==> src/rtl/mac_acc_collector.sv <==
// mac_acc_collector
//   Job controller and result FIFO wrapped around a single MAC datapath.
//   A job (len, init_val, mode) gates the MAC enable for exactly len
//   accepted operand beats. Once the MAC pipeline has settled, the
//   accumulated C is captured and queued for a valid/ready consumer.
// Ports
//   clk, rst             : clock, asynchronous active-low reset
//   start/len/init_val/mode : job request, sampled only while idle
//   in_valid / in_ready  : operand beat handshake (MAC A/B driven upstream)
//   mac_en/mac_load/mac_cfg : MAC control; mac_c is the MAC result
//   out_valid/out_data/out_ready : result FIFO head and consumer pop
//   busy                 : a job is in flight (state not IDLE)
module mac_acc_collector #(
   parameter int ACC_WIDTH  = 32,
   parameter int CONF_WIDTH = 3,
   parameter int LEN_WIDTH  = 8,
   parameter int FIFO_DEPTH = 4
) (
   input  logic                            clk,
   input  logic                            rst,
   input  logic                            start,
   input  logic [LEN_WIDTH-1:0]            len,
   input  logic [ACC_WIDTH-1:0]            init_val,
   input  logic [1:0]                      mode,
   input  logic                            in_valid,
   output logic                            in_ready,
   output logic                            mac_en,
   output logic                            mac_load,
   output logic [ACC_WIDTH+CONF_WIDTH-1:0] mac_cfg,
   input  logic [ACC_WIDTH-1:0]            mac_c,
   output logic                            out_valid,
   output logic [ACC_WIDTH-1:0]            out_data,
   input  logic                            out_ready,
   output logic                            busy
);

   localparam int PTR_W = $clog2(FIFO_DEPTH);
   localparam int CNT_W = PTR_W + 1;

   typedef enum logic [1:0] {S_IDLE, S_RUN, S_DRAIN, S_HOLD} state_t;
   state_t state_q, state_d;

   logic [LEN_WIDTH-1:0] len_q, len_d, remaining_q, remaining_d;
   logic [ACC_WIDTH-1:0] init_val_q, init_val_d, hold_q, hold_d;
   logic [1:0]           mode_q, mode_d;
   // Accumulate bit of the MAC config is held as a flop so mac_cfg reads 0
   // out of reset and only becomes {init,1,mode} once a job is accepted.
   logic                 cfg_acc_q, cfg_acc_d;
   logic                 bypass_q, bypass_d;

   logic [ACC_WIDTH-1:0] mem_q [FIFO_DEPTH];
   logic [ACC_WIDTH-1:0] mem_d [FIFO_DEPTH];
   logic [PTR_W-1:0]     wr_ptr_q, wr_ptr_d, rd_ptr_q, rd_ptr_d;
   logic [CNT_W-1:0]     count_q, count_d;

   logic                 accept, fifo_full, push, pop;
   logic [ACC_WIDTH-1:0] drain_res, push_data;
   logic [CONF_WIDTH-1:0] conf;

   assign accept    = (state_q == S_IDLE) && start;
   // Full is judged on the registered count: a same-cycle pop does not
   // make room for a push until the next cycle.
   assign fifo_full = (count_q == CNT_W'(FIFO_DEPTH));
   assign drain_res = bypass_q ? init_val_q : mac_c;
   assign push      = ((state_q == S_DRAIN) || (state_q == S_HOLD)) && !fifo_full;
   assign push_data = (state_q == S_HOLD) ? hold_q : drain_res;
   assign pop       = out_ready && (count_q != '0);

   // State register and datapath flops
   always_ff @(posedge clk or negedge rst) begin
      if (!rst) begin
         state_q     <= S_IDLE;
         len_q       <= '0;
         remaining_q <= '0;
         init_val_q  <= '0;
         mode_q      <= '0;
         cfg_acc_q   <= 1'b0;
         bypass_q    <= 1'b0;
         hold_q      <= '0;
         wr_ptr_q    <= '0;
         rd_ptr_q    <= '0;
         count_q     <= '0;
         for (int i = 0; i < FIFO_DEPTH; i++) mem_q[i] <= '0;
      end else begin
         state_q     <= state_d;
         len_q       <= len_d;
         remaining_q <= remaining_d;
         init_val_q  <= init_val_d;
         mode_q      <= mode_d;
         cfg_acc_q   <= cfg_acc_d;
         bypass_q    <= bypass_d;
         hold_q      <= hold_d;
         wr_ptr_q    <= wr_ptr_d;
         rd_ptr_q    <= rd_ptr_d;
         count_q     <= count_d;
         mem_q       <= mem_d;
      end
   end

   // Next-state logic
   always_comb begin
      state_d = state_q;
      case (state_q)
         S_IDLE:  if (start) state_d = (len == '0) ? S_DRAIN : S_RUN;
         S_RUN:   if (mac_en && (remaining_q == LEN_WIDTH'(1))) state_d = S_DRAIN;
         S_DRAIN: state_d = fifo_full ? S_HOLD : S_IDLE;
         S_HOLD:  if (!fifo_full) state_d = S_IDLE;
         default: state_d = S_IDLE;
      endcase
   end

   // Outputs
   always_comb begin
      conf      = '0;
      conf[2]   = cfg_acc_q;
      conf[1:0] = mode_q;
      in_ready  = (state_q == S_RUN);
      mac_en    = in_valid && in_ready;
      mac_load  = mac_en && (remaining_q == len_q);
      mac_cfg   = {init_val_q, conf};
      busy      = (state_q != S_IDLE);
      out_valid = (count_q != '0);
      out_data  = mem_q[rd_ptr_q];
   end

   // Job fields, beat counter and result capture
   always_comb begin
      len_d       = len_q;
      init_val_d  = init_val_q;
      mode_d      = mode_q;
      cfg_acc_d   = cfg_acc_q;
      bypass_d    = bypass_q;
      remaining_d = remaining_q;
      hold_d      = hold_q;
      if (accept) begin
         len_d       = len;
         init_val_d  = init_val;
         mode_d      = mode;
         cfg_acc_d   = 1'b1;
         bypass_d    = (len == '0);
         remaining_d = len;
      end
      if (mac_en) remaining_d = remaining_q - LEN_WIDTH'(1);
      if ((state_q == S_DRAIN) && fifo_full) hold_d = drain_res;
   end

   // Result FIFO: circular buffer, pointers wrap on the power-of-two depth
   always_comb begin
      mem_d    = mem_q;
      wr_ptr_d = wr_ptr_q;
      rd_ptr_d = rd_ptr_q;
      count_d  = count_q;
      if (push) begin
         mem_d[wr_ptr_q] = push_data;
         wr_ptr_d        = wr_ptr_q + PTR_W'(1);
      end
      if (pop) rd_ptr_d = rd_ptr_q + PTR_W'(1);
      case ({push, pop})
         2'b10:   count_d = count_q + CNT_W'(1);
         2'b01:   count_d = count_q - CNT_W'(1);
         default: count_d = count_q;
      endcase
   end

endmodule

==> config.mk <==
export PLATFORM = sky130hd
export DESIGN_NAME = mac_acc_collector
export DESIGN_NICKNAME = d
export VERILOG_FILES = /design/src/rtl/mac_acc_collector.sv
export SDC_FILE = /design/constraint.sdc
export NUM_CORES = 1
export LEC_CHECK = 0
export ABC_AREA = 1
export ABC_CLOCK_PERIOD_IN_PS = 2600
export BUFFER_PORTS_ARGS = -buffer_cell sky130_fd_sc_hd__buf_2
export CAP_MARGIN = 20
export CORE_ASPECT_RATIO = 1.4
export CORE_MARGIN = 2
export CORE_UTILIZATION = 50
export CTS_BUF_LIST = sky130_fd_sc_hd__clkbuf_16
export DETAILED_ROUTE_END_ITERATION = 8
export MAX_ROUTING_LAYER = met4
export PLACE_DENSITY = 0.71
export SLEW_MARGIN = 20
export SYNTH_ARGS = -nofsm -noshare
export SYNTH_HDL_FRONTEND = slang
export SYNTH_SLANG_ARGS = --single-unit
==> constraint.sdc <==
create_clock -name clk -period 2.6 [get_ports clk]
set_clock_uncertainty 0.1 [all_clocks]
set_input_delay 0.26 -clock clk [delete_from_list [all_inputs] [get_ports clk]]
set_output_delay 0.26 -clock clk [all_outputs]
set_load 0.02 [all_outputs]
==> impl_metrics.toml <==
[floorplanning]
fp-row-count = 63
die_h_um = 178.5
io_pins = 151
core_um2 = 21280
die_x_um = 128.6
dieArea_um2 = 22950
initial_utilization = 0.5107

[power_and_ir_drop]
power.density_nw_per_um2 = 1321
irDropWorstVdd_mv = 0.7132
power_frac_seq = 0.353
swShare = 0.4386
power_w = 0.01726
combinationalPowerShare = 0.454
p_sw_w = 0.007570
power_frac_clock = 0.193
internal-power_w = 0.009690
p_leak_nw = 6.568

[job]
drv_cap = 0

[finish]
drive_above_1_share = 0.1608
antenna_cells = 0
area_growth_pct = 20.17
fin_nets = 1651
final_cells = 1840

[timing]
tns_ns = 0
fmax_mhz = 408.1
layout_min_cycle_time_ns = 2.450
worstMarginPinSlew_ns = 0.8208
drv_slew = 0
fin_crit_sh = 0.9425
setup_slack_ns = 0.1495
setup_viol = 0
rsz0062_at_grt = "false"
hold_viol_final = 0
slew_headroom = 0.4528

[detailed_routing]
num_vias = 9888
viasPerCell = 5.374
drtIter0Drc = 823
drcViolationCount = 0
dr.pass1.iters = 5
routedWlPerCell_um = 15.92
wl_um = 29300
antenna_left = 0

[critical_path]
crit_type = "flip-flop to primary output"
arrival_ns = 2.09
path_max_fanout = 34
cp-end-kind = "primary output"
cp-start-kind = "flip-flop"
required_ns = 2.24

[global_route]
grt-ovfl-total = 0
grt_use_total = 0.2660
grt_pass1_vias = 9616
grt_pass1_wl_um = 47860
grt_max_degree = 85
antenna_found_initial = 0

[synthesis]
syn_avg_cell_area_um2 = 7.780
netlist.top_cell.by_area = "dfrtp_1"
synthTopCellsByArea = "dfrtp_1, nand2_1, o21ai_0"
synth.top_cell.area_share = 0.5088
synthDistinctLibCells = 35
syn-instance-count = 1397
yosysWarnings = 0
synth-seq-area-share = 0.5088
synth_nets = 1484
synthesis.area_um2 = 10870
ys_ff_latch = 221

[cts]
numCtsBuffers = 22
clock_latency_ns = 0.51
clkSlewWorstSetupHoldPaths_ns = 0.06
cts.sinks = 221
cts_tree = "done"
cts_buffer_depth = 3
cts-htree-levels = 1
cts_root_buffer = "clkbuf_16"
post-cts-setup-buffers = 0

[place]
hpwl_um = 18050
post-place-ws_ns = 0.5607
dp_cells = 1746
place.gp.congestion = 0.8546
port_buffers = 150

[min_path]
hold_class = "input port to flip-flop"

[status]
run_status = "finished, final reports clean"
stage by stage:
step / hold WS (ns) / utilization / cell area (um^2)
floorplan: -0.1356 / - / 10870
global route: 0.05307 / 0.6137 / 13060
detailed placement: 0.2155 / 0.5528 / 11770
CTS: 0.0006308 / 0.6135 / 13060
finish: 0.007166 / 0.6137 / 13060
global placement: 0.2175 / 0.5528 / 11770
synth_stat cells:
master	instances
a21oi_2	1
nand2_2	2
fa_1	1
inv_1	63
nor2_2	1
xnor2_1	1
buf_1	7
dfrtp_1	221
o221ai_1	1
nand2_4	1
nand2_8	1
a21boi_0	1
ha_1	7
o21ai_1	124
o31ai_1	1
o21ai_0	129
nor2_1	83
buf_2	34
xor2_1	6
inv_2	10
buf_8	1
clkbuf_1	26
o21bai_1	1
and2_1	1
xor2_2	1
o22ai_1	35
buf_6	12
a21oi_1	4
nand3_1	12
or2_2	1
buf_4	8
nand2_1	574
o21ai_2	20
nor2_4	5
nand3_2	1
power groups by stage:
stage	clock [W]	sequential [W]	combinational, W
floorplan	0	0.00615	0.00532
global placement	0	0.00606	0.00755
detailed placement	0	0.00613	0.00767
CTS	0.00339	0.00608	0.00780
global route	0.00352	0.00631	0.00870
finish	0.00334	0.00610	0.00783
worst max-delay path, cell delays in order (launching register included):
cell and delay, ns:
dfrtp_1 0.59, buf_6 0.33, o21ai_0 0.15, o22ai_1 0.28, buf_2 0.22
layout make-up:
type / count / area, um^2
fill: 1883 / 8222
sequential: 221 / 5530
multi-input combinational: 1015 / 4561
timing repair buffer: 231 / 1619
clock buffer: 23 / 575.6
tap: 260 / 325.3
inverter: 73 / 274.0
clock inverter: 17 / 176.4
layer usage:
layer	part of all wire	track usage	routed length (um)
met3	0.066	0.03719	1930
met4	0.023	0.08379	673
met2	0.49	0.4315	14310
met5	0	-	0
met1	0.42	0.3489	12380
cells in the final DEF (no fill, tap or decap), drive strengths merged, types with 4 or more instances in the layout:
cell / Yosys / layout
a21oi: 5 / 5
buf: 62 / 176
bufinv: 0 / 4
clkbuf: 26 / 24
clkinv: 0 / 10
dfrtp: 221 / 221
dlygate4sd3: 0 / 54
ha: 7 / 7
inv: 73 / 76
nand2: 578 / 578
nand3: 13 / 13
nor2: 89 / 89
o21ai: 273 / 273
o22ai: 35 / 35
xor2: 7 / 7
final timing paths:
check,startpoint,endpoint,slack (ns),cells past startpoint
max reg2reg,count_q[2]$_DFFE_PN0P_,count_q[2]$_DFFE_PN0P_,0.53,8
min reg2reg,mem_q[79]$_DFFE_PN0P_,mem_q[79]$_DFFE_PN0P_,0.38,2
max,rd_ptr_q[0]$_DFFE_PN0P_,out_data[31],0.15,4
max in group asynchronous,rst,mem_q[120]$_DFFE_PN0P_,1.40,3
min,mac_c[3],hold_q[3]$_DFFE_PN0P_,0.007,5
min in group asynchronous,rst,init_val_q[6]$_DFFE_PN0P_,0.23,2
cell families after synthesis:
family	Yosys count	synth area share
AO/OA/AOI/OAI	317	0.1583
XOR/XNOR	8	0.007138
buffers and inverters	161	0.07160
AND/OR/NAND/NOR	682	0.2443
flip-flops	221	0.5088
adder cells (fa/ha/maj)	8	0.009900
sequential cells by signal (all words and copies together) (netlist names):
signal / cells
cfg_acc_q: 1
count_q: 3
bypass_q: 1
init_val_q: 32
hold_q: 32
wr_ptr_q: 2
rd_ptr_q: 2
len_q: 8
mem_q: 128
state_q: 2
remaining_q: 8
mode_q: 2
timing repair:
action	in CTS	in global routing
endpoints found under the hold margin	124	0
hold buffers	54	0
endpoints found under the setup margin	0	2
gates resized for setup	0	1
Power figures use the tool's default switching activity.
